### src/rtl/uart_frame_pkg.sv
// Shared constants and state encoding for the UART frame parser.
package uart_frame_pkg;

  localparam logic [7:0] HDR0_DEFAULT = 8'h55;
  localparam logic [7:0] HDR1_DEFAULT = 8'hAA;

  localparam logic [1:0] ERR_LEN = 2'd0;
  localparam logic [1:0] ERR_CHK = 2'd1;
  localparam logic [1:0] ERR_TMO = 2'd2;
  localparam logic [1:0] ERR_OVF = 2'd3;

  typedef enum logic [2:0] {
    IDLE  = 3'd0,
    HDR1  = 3'd1,
    LEN   = 3'd2,
    DATA  = 3'd3,
    CHK   = 3'd4,
    DRAIN = 3'd5
  } state_e;

endpackage

### src/rtl/uart_frame_buf.sv
// Payload register file: synchronous write, asynchronous read so the drained
// byte is available in the same cycle the read pointer changes.
module uart_frame_buf #(
  parameter int P_DEPTH = 16,
  parameter int P_AW    = $clog2(P_DEPTH + 1)
) (
  input  logic            clk_i,
  input  logic            we_i,
  input  logic [P_AW-1:0] waddr_i,
  input  logic [7:0]      wdata_i,
  input  logic [P_AW-1:0] raddr_i,
  output logic [7:0]      rdata_o
);

  logic [7:0] mem_q [P_DEPTH];

  for (genvar gi = 0; gi < P_DEPTH; gi++) begin : g_entry
    always_ff @(posedge clk_i) begin
      if (we_i && (waddr_i == P_AW'(gi))) begin
        mem_q[gi] <= wdata_i;
      end
    end
  end

  // Address width can exceed the depth, so out-of-range reads return zero.
  always_comb begin
    rdata_o = '0;
    for (int i = 0; i < P_DEPTH; i++) begin
      if (raddr_i == P_AW'(i)) rdata_o = mem_q[i];
    end
  end

endmodule

### src/rtl/uart_frame_parser.sv
// Finds HDR0/HDR1/LEN/payload/CHK frames in a UART byte stream, buffers the
// payload and releases it on a valid/ready stream once the checksum matches.
module uart_frame_parser
  import uart_frame_pkg::*;
#(
  parameter logic [7:0] P_HDR0    = HDR0_DEFAULT,
  parameter logic [7:0] P_HDR1    = HDR1_DEFAULT,
  parameter int         P_MAX_LEN = 16,
  parameter int         P_TIMEOUT = 64
) (
  input  logic        i_clk,
  input  logic        i_rst,
  input  logic [7:0]  i_rx_data,
  input  logic        i_rx_valid,
  output logic [7:0]  o_m_data,
  output logic        o_m_valid,
  output logic        o_m_last,
  input  logic        i_m_ready,
  output logic        o_frame_ok,
  output logic        o_err_valid,
  output logic [1:0]  o_err_code,
  output logic [15:0] o_frame_cnt,
  output logic        o_busy
);

  localparam int CW = $clog2(P_MAX_LEN + 1);
  localparam int TW = $clog2(P_TIMEOUT + 1);
  localparam logic [TW-1:0] TMO_LAST = TW'(P_TIMEOUT - 1);
  localparam logic [7:0]    MAX_LEN8 = 8'(P_MAX_LEN);

  state_e        state_q, state_d;
  logic [7:0]    len_q, len_d;
  logic [7:0]    sum_q, sum_d;
  logic [CW-1:0] wr_cnt_q, wr_cnt_d;
  logic [CW-1:0] rd_cnt_q, rd_cnt_d;
  logic [TW-1:0] idle_q, idle_d;
  logic [15:0]   frame_cnt_q, frame_cnt_d;
  logic          frame_ok_q, frame_ok_d;
  logic          err_valid_q, err_valid_d;
  logic [1:0]    err_code_q, err_code_d;

  logic          buf_we;
  logic [7:0]    buf_rdata;
  logic          timed;
  logic          tmo_hit;
  logic          last_beat;
  logic          draining;

  uart_frame_buf #(
    .P_DEPTH (P_MAX_LEN),
    .P_AW    (CW)
  ) u_buf (
    .clk_i   (i_clk),
    .we_i    (buf_we),
    .waddr_i (wr_cnt_q),
    .wdata_i (i_rx_data),
    .raddr_i (rd_cnt_q),
    .rdata_o (buf_rdata)
  );

  assign draining  = (state_q == DRAIN);
  assign timed     = state_q inside {HDR1, LEN, DATA, CHK};
  // A byte arriving in the expiry cycle wins, hence the !i_rx_valid term.
  assign tmo_hit   = timed && !i_rx_valid && (idle_q == TMO_LAST);
  assign last_beat = (8'(rd_cnt_q) == (len_q - 8'd1));

  always_comb begin
    state_d     = state_q;
    len_d       = len_q;
    sum_d       = sum_q;
    wr_cnt_d    = wr_cnt_q;
    rd_cnt_d    = rd_cnt_q;
    frame_cnt_d = frame_cnt_q;
    frame_ok_d  = 1'b0;
    err_valid_d = 1'b0;
    err_code_d  = '0;
    buf_we      = 1'b0;
    idle_d      = (timed && !i_rx_valid) ? idle_q + 1'b1 : '0;

    if (tmo_hit) begin
      err_valid_d = 1'b1;
      err_code_d  = ERR_TMO;
      state_d     = IDLE;
      idle_d      = '0;
    end else begin
      unique case (state_q)
        IDLE: if (i_rx_valid && (i_rx_data == P_HDR0)) state_d = HDR1;
        HDR1: if (i_rx_valid) begin
          if (i_rx_data == P_HDR1)      state_d = LEN;
          else if (i_rx_data != P_HDR0) state_d = IDLE;
        end
        LEN: if (i_rx_valid) begin
          if ((i_rx_data == 8'd0) || (i_rx_data > MAX_LEN8)) begin
            err_valid_d = 1'b1;
            err_code_d  = ERR_LEN;
            state_d     = IDLE;
          end else begin
            len_d    = i_rx_data;
            sum_d    = i_rx_data;
            wr_cnt_d = '0;
            state_d  = DATA;
          end
        end
        DATA: if (i_rx_valid) begin
          buf_we   = 1'b1;
          sum_d    = sum_q + i_rx_data;
          wr_cnt_d = wr_cnt_q + 1'b1;
          if (8'(wr_cnt_q) == (len_q - 8'd1)) state_d = CHK;
        end
        CHK: if (i_rx_valid) begin
          if (i_rx_data == sum_q) begin
            frame_ok_d  = 1'b1;
            frame_cnt_d = frame_cnt_q + 16'd1;
            rd_cnt_d    = '0;
            state_d     = DRAIN;
          end else begin
            err_valid_d = 1'b1;
            err_code_d  = ERR_CHK;
            state_d     = IDLE;
          end
        end
        DRAIN: begin
          // No backpressure toward the UART: bytes seen while draining are lost.
          if (i_rx_valid) begin
            err_valid_d = 1'b1;
            err_code_d  = ERR_OVF;
          end
          if (i_m_ready) begin
            rd_cnt_d = rd_cnt_q + 1'b1;
            if (last_beat) state_d = IDLE;
          end
        end
        default: state_d = IDLE;
      endcase
    end
  end

  always_ff @(posedge i_clk) begin
    if (i_rst) begin
      state_q     <= IDLE;
      len_q       <= '0;
      sum_q       <= '0;
      wr_cnt_q    <= '0;
      rd_cnt_q    <= '0;
      idle_q      <= '0;
      frame_cnt_q <= '0;
      frame_ok_q  <= 1'b0;
      err_valid_q <= 1'b0;
      err_code_q  <= '0;
    end else begin
      state_q     <= state_d;
      len_q       <= len_d;
      sum_q       <= sum_d;
      wr_cnt_q    <= wr_cnt_d;
      rd_cnt_q    <= rd_cnt_d;
      idle_q      <= idle_d;
      frame_cnt_q <= frame_cnt_d;
      frame_ok_q  <= frame_ok_d;
      err_valid_q <= err_valid_d;
      err_code_q  <= err_code_d;
    end
  end

  assign o_m_valid   = draining;
  assign o_m_data    = draining ? buf_rdata : 8'd0;
  assign o_m_last    = draining && last_beat;
  assign o_frame_ok  = frame_ok_q;
  assign o_err_valid = err_valid_q;
  assign o_err_code  = err_code_q;
  assign o_frame_cnt = frame_cnt_q;
  assign o_busy      = (state_q != IDLE);

endmodule

### config.mk
export PLATFORM = sky130hd
export DESIGN_NAME = uart_frame_parser
export DESIGN_NICKNAME = d
export VERILOG_FILES = /design/src/rtl/uart_frame_pkg.sv /design/src/rtl/uart_frame_buf.sv /design/src/rtl/uart_frame_parser.sv
export SDC_FILE = /design/constraint.sdc
export NUM_CORES = 1
export LEC_CHECK = 0
export ABC_CLOCK_PERIOD_IN_PS = 3200
export CAP_MARGIN = 15
export CORE_MARGIN = 3
export CORE_UTILIZATION = 35
export CTS_BUF_LIST = sky130_fd_sc_hd__clkbuf_4 sky130_fd_sc_hd__clkbuf_8 sky130_fd_sc_hd__clkbuf_16
export DETAILED_ROUTE_END_ITERATION = 6
export GPL_ROUTABILITY_DRIVEN = 0
export PLACE_DENSITY = 0.62
export SLEW_MARGIN = 25
export SYNTH_ARGS = -nofsm -noshare
export SYNTH_HDL_FRONTEND = slang
export SYNTH_SLANG_ARGS = --single-unit
export TNS_END_PERCENT = 1
### constraint.sdc
create_clock -name i_clk -period 3.2 [get_ports i_clk]
set_clock_uncertainty 0.05 [all_clocks]
set_input_delay 0.64 -clock i_clk [delete_from_list [all_inputs] [get_ports i_clk]]
set_output_delay 0.64 -clock i_clk [all_outputs]
set_load 0.05 [all_outputs]
==> metrics, run 1 <==
TritonCTS clock tree=built; syn avg cell area=10.7 sq um; CP arrival=2.68 ns; Compound-Gate Fraction of Synth Area=13.9%; multi-input logic area=3740 sq um; pin count of the biggest net entering global routing=42; Crit-path slowest cell=dfxtp_4; CP Launch Type=flop; most common cell after layout, fill and taps aside=edfxtp_1; drt total wl=24200 microns; clock latency on the worst-skew pair=0.44 ns; leakage=4.00 nW; Via density=5.39; multiplexer share of the synthesized area=1.29%; Synth Area in XOR/XNOR=3.44%; DP HPWL=16500 microns; largest family of logic cells by synthesized area=simple AND/OR/NAND/NOR gates; DRT Pass-1 Iters=6; Slew Limit Headroom=41.6%; clk root buf=clkbuf_16; vias in the first global route=6539; Clock Tree Buf Depth=2; clk sinks=184; Synth cell types=70; Fin. Hold Viols=0; post-synthesis sequential area ratio=57.4%; outcome=complete, but fails checks; die outline area=26600 sq um; Overall Global Routing Usage=18.2%; residual DRC count=0; area occupied by registers=4980 sq um; CTS Buf Count=17; Final setup viols=8; H-tree Lvls=4; critical path required time=2.51 ns; Peak VDD IR=0.361 mV; # fillers=2181; PortBufs=42; Crit Path Class=flop to primary output; Layout Nets=971; die width=163 microns; number of synthesized register bits=184; CP bufs+invs=4; core region area=23900 sq um; CP top delay family=compound AO/OA/AOI/OAI gates; Final period util=105%; min cycle time layout=3.37 ns; most frequent cells in the layout=128 x edfxtp_1, 103 x buf_4, 88 x nor2_1, 70 x nand2_1, 58 x a21oi_1; Area Growth Syn to Fin=30.8%; n_diodes=0; initial antenna violation count=0; Syn. warnings=0; Syn Inst Count=805; CTS Hold Bufs=0; # IOs=43; RSZ-0062 raised after global routing=yes; pwr/cell area=446 nW/um^2; share of layout cells above drive strength 1=24.1%; CP max FO=5; cell area after layout=11300 sq um; critical-path cell list=inv_4 > ha_4 > buf_6 > buf_12 > nand3b_1 > a21oi_1 > a21oi_2 > o22ai_2 > a211oi_4 > nor4b_2 > o31a_1 > buf_12; syn nets=838; EDFF count, synth=128; endpoint type of the worst setup path=primary output; DR iter-0 viols=720; CP dominant cell by count=buf_12; Least-Margin Pin Slew=0.864 ns; Cell Area, Placed=10200 sq um; total number of vias=6845; initial core utilization=36.2%; Final Worst Setup Slack=-0.174 ns; post-synthesis async set-or-reset flop share=0%; Wirelength per Cell=19.0 microns; fin. max-slew vios=0; Final Power=5.05 mW; first-pass GRT wire length=37100 microns; Rows=56; Reg clk slew, reported paths=0.08 ns; Synth Cell Area=8650 sq um; CP peak stage delay=0.38 ns; Congestion Overflow GR=0; post-synthesis adder-cell area fraction=3.13%; Hold/Removal Path Class=flop to flop; max-cap check violation count=0; Max Fclk=296 MHz; failing checks=negative setup slack; post-synthesis simple-gate area fraction=17.8%; prevailing post-synth register cell=edfxtp_1; DRT antenna net count=0; Die H=163 microns
==> cells in the mapped netlist (all sizes together), types with 12 or more instances <==
| cell | n | share of area [%] |
|---|---|---|
| nor3 | 25 | 1.6 |
| o21ai | 38 | 2.2 |
| nand2 | 73 | 3.2 |
| nor2b | 14 | 1.0 |
| nor2 | 88 | 3.8 |
| a21oi | 64 | 3.7 |
| ha | 20 | 2.9 |
| edfxtp | 128 | 44 |
| nand3 | 20 | 1.3 |
| xor2 | 18 | 1.8 |
| dfxtp | 56 | 13 |
| a211oi | 12 | 1.0 |
| inv | 23 | 1.0 |
| xnor2 | 16 | 1.6 |
| clkbuf | 39 | 1.7 |
| and2 | 14 | 1.0 |
==> sequential cells by signal, indices dropped and copies added, names as in the netlist, 2 cells and up <==
register,count
idle_q,7
o_err_code,2
wr_cnt_q,5
len_q,8
sum_q,8
u_buf.mem_q,128
state_q,3
rd_cnt_q,5
o_frame_cnt,16
==> area by class of cell <==
| class | instances | area share, % |
|---|---|---|
| multi-input cells | 556 | 33.1 |
| inverters | 23 | 0.786 |
| repair buffers | 156 | 13.0 |
| clock inverters | 15 | 1.83 |
| well taps | 319 | 3.53 |
| clock buffers | 17 | 3.76 |
| flip-flops and latches | 184 | 44.0 |
==> timing repair <==
action	CTS	global route
endpoints found under the setup margin	9	9
setup buffers	4	11
gates resized for setup	53	32
pin swaps	23	16
==> worst register-to-register path: cells and delay by family (launching register included) <==
family	cells	cell delay (ns)
mux	1	0.34
fa+ha+maj	1	0.25
buf+inv	2	0.22
simple gates	3	0.56
flops	1	0.37
xor+xnor	2	0.24
compound gates	1	0.48
==> kinds of logic after synthesis <==
logic type	after synthesis
AOI/OAI and AO/OA	188
and+or+nand+nor	302
DFF	184
muxes	11
adders and majority gates	21
buffers and inverters	65
xor gates and xnor gates	34
==> metal layers <==
metal  global-route usage [%]  vias up  part of all wire (%)
met3                     3.58       27                   7.8
met1                     27.2     3313                    47
met2                     27.1      267                    44
li1                         -     3238                     -
met5                        0        -                     0
met4                     5.04        0                   1.5
==> stage by stage <==
| step | setup slack, ns | setup TNS (ns) | instances | hold WS, ns | util (%) |
|---|---|---|---|---|---|
| 6_report | -0.174 | -1.10 | 1270 | 0.388 | 47.3 |
| 2_1_floorplan | -0.137 | -0.397 | 805 | 0.363 | - |
| 3_3_place_gp | -0.178 | -1.33 | 1225 | 0.376 | 42.7 |
| 5_1_grt | -0.275 | -1.95 | 1270 | 0.406 | 47.3 |
| 4_1_cts | -0.204 | -1.38 | 1259 | 0.393 | 46.3 |
| 3_5_place_dp | -0.162 | -1.37 | 1225 | 0.381 | 42.7 |
==> worst paths after layout <==
path                            startpoint                       to  slack (ns)  depth (start not counted)
hold / removal        idle_q[0]$_SDFF_PP0_     idle_q[0]$_SDFF_PP0_        0.39                          1
setup / recovery  rd_cnt_q[1]$_SDFFE_PP0P_              o_m_data[3]       -0.17                         12
setup reg to reg     len_q[0]$_SDFFE_PP0P_  state_q[1]$_SDFFE_PP0P_        0.58                         10
hold reg to reg       idle_q[0]$_SDFF_PP0_     idle_q[0]$_SDFF_PP0_        0.39                          1
==> power breakdown <==
part	internal, mW	switching, mW	total [mW]
clock network	1.08	1.11	2.19
logic	0.106	0.186	0.293
registers	2.54	0.0235	2.57
(Power assumes the default switching activity.)
==> run 2, diff against run 1 <==
- TNS_END_PERCENT: 1 -> 100
==> run 2 against run 1 <==
Effect of this change: setup slack improved by 0.0021 ns; cell count fell by 0.31%; routed wire length rose by 1.7%; die area did not move; sequential share of layout area rose by 0.18 points; highest routed layer unchanged; sequential power barely moved; register-to-register slack barely moved; the flow still finishes with violations (negative setup slack); via count fell by 0.15%.
==> metrics, run 2 (synthesized netlist as in run 1, its figures left out) <==
RSZ-0062 raised after global routing=yes; Fin. Hold Viols=0; CTS Buf Count=17; most common cell after layout, fill and taps aside=edfxtp_1; worst reg2reg startpoint=state_q[0]$_SDFFE_PP0P_; Cell Count, Final, Fillers Out=1266; core region area=23900 sq um; Switching Fraction=23.5%; Final Worst Setup Slack=-0.172 ns; CP peak stage delay=0.38 ns; Layout Nets=967; leakage=3.96 nW; Least-Margin Pin Slew=0.869 ns; CP dominant cell by count=buf_12; Congestion Overflow GR=0; fin. max-slew vios=0; Hold/Removal Path Class=flop to flop; CP top delay family=compound AO/OA/AOI/OAI gates; drt total wl=24600 microns; CP bufs+invs=4; Area Growth Syn to Fin=30.3%; Wirelength per Cell=19.4 microns; PortBufs=42; Crit Path Class=flop to primary output; HP Start=idle_q[0]$_SDFF_PP0_; combinational power share=6.1%; Final period util=105%; number of flip-flops in the largest register=128; Top reg by flops=u_buf.mem_q; crit path from=rd_cnt_q[1]$_SDFFE_PP0P_; clk sinks=184; residual DRC count=0; post-route setup TNS=-0.638 ns; failing checks=negative setup slack; GR peak layer=met2; CP Launch Type=flop; pin count of the biggest net entering global routing=41; n_diodes=0; Clk network pwr share=41.4%; initial core utilization=36.2%; H-tree Lvls=4; most frequent cells in the layout=128 x edfxtp_1, 103 x buf_4, 88 x nor2_1, 71 x nand2_1, 55 x a21oi_1; TritonCTS clock tree=built; Rows=56; vias in the first global route=6608; Pint=3.76 mW; Max Fclk=297 MHz; Final setup viols=8; pwr/cell area=436 nW/um^2; Slew Limit Headroom=41.3%; first-pass GRT wire length=38000 microns; hold depth=1; Die H=163 microns; min cycle time layout=3.37 ns; CTS Hold Bufs=0; net switching power=1.15 mW; DP HPWL=16700 microns; # IOs=43; outcome=complete, but fails checks; Levels on crit path=11; Reg clk slew, reported paths=0.07 ns; met2 Use GR=28.3%; share of layout cells above drive strength 1=24.2%; total number of vias=6835; GR Util met3=3.65%; DRT antenna net count=0; Via density=5.40; r2r endpoint=o_frame_cnt[9]$_SDFFE_PP0P_; die outline area=26600 sq um; DRT Pass-1 Iters=5; cell total after placement=1225; hold slack final=0.394 ns; share of power burned in registers=52.4%; CP max FO=7; clock latency on the worst-skew pair=0.43 ns; Peak VDD IR=0.255 mV; # fillers=2176; DR iter-0 viols=726; clk root buf=clkbuf_16; M1 GR Usage=27.4%; Clock Tree Buf Depth=2; Crit-path slowest cell=dfxtp_4; R2R depth=7; Final Power=4.91 mW; endpoint type of the worst setup path=primary output; max-cap check violation count=0; die width=163 microns; hold endpoint=idle_q[0]$_SDFF_PP0_; initial antenna violation count=0; CP arrival=2.68 ns; critical path required time=2.51 ns; Reg2Reg Setup Slack=0.59 ns; Overall Global Routing Usage=18.7%; Finished Core Util=47.1%; critical-path cell list=inv_4 > ha_4 > buf_12 > buf_4 > nand2_1 > nor2_1 > a221o_1 > a211oi_2 > nor4b_2 > o31a_1 > buf_12
[run 2: timing repair]
action	4_1_cts	5_1_grt
setup endpoints to repair	9	12
gates cloned	1	1
pin swaps	23	11
setup buffers	7	1
resized for setup	73	19
[run 2: per-layer routing]
layer | share of wire [%] | vias to the layer above
met3 | 7.2 | 23
met1 | 47 | 3307
li1 | - | 3231
met5 | 0 | -
met4 | 1.4 | 0
met2 | 45 | 274
[run 2: how the worst max path moves through the flow]
| stage | to | slack, ns |
|---|---|---|
| 2_1_floorplan | o_m_data[4] | -0.14 |
| 3_3_place_gp | o_frame_cnt[9]$_SDFFE_PP0P_ | -0.32 |
| 3_5_place_dp | o_frame_cnt[5]$_SDFFE_PP0P_ | -0.36 |
| 4_1_cts | o_m_data[7] | -0.19 |
| 5_1_grt | o_m_data[4] | -0.26 |
| 6_report | o_m_data[3] | -0.17 |
[run 2: power by group through the flow]
stage               logic (mW)  registers, mW  clock network [mW]
global placement         0.295           2.63                   0
detailed placement       0.294           2.63                   0
floorplan                0.172           2.61                   0
CTS                      0.301           2.58                2.07
global route             0.324           2.58                2.16
finish                   0.301           2.58                2.04
[run 2: final cells by class]
class | instances | area (sq um) | share of cell area (%)
tap | 319 | 399 | 3.54
timing repair buffer | 152 | 1420 | 12.6
clock buffer | 19 | 440 | 3.91
multi-input combinational | 556 | 3810 | 33.8
sequential | 184 | 4980 | 44.2
clock inverter | 13 | 120 | 1.07
inverter | 23 | 91.3 | 0.811
[run 2: through the flow]
stage,area (sq um),setup slack [ns]
after global routing,11300,-0.259
after CTS,11100,-0.189
after floorplan,8690,-0.137
after global placement,10200,-0.318
after detailed placement,10200,-0.357
final,11300,-0.172
[run 2: worst register-to-register path: cells and delay by family, from the launching register on]
| kind | cells | cell delay [ns] |
|---|---|---|
| and+or+nand+nor | 5 | 1.64 |
| DFF | 1 | 0.53 |
| buffers and inverters | 1 | 0.18 |
| AOI/OAI and AO/OA | 1 | 0.14 |
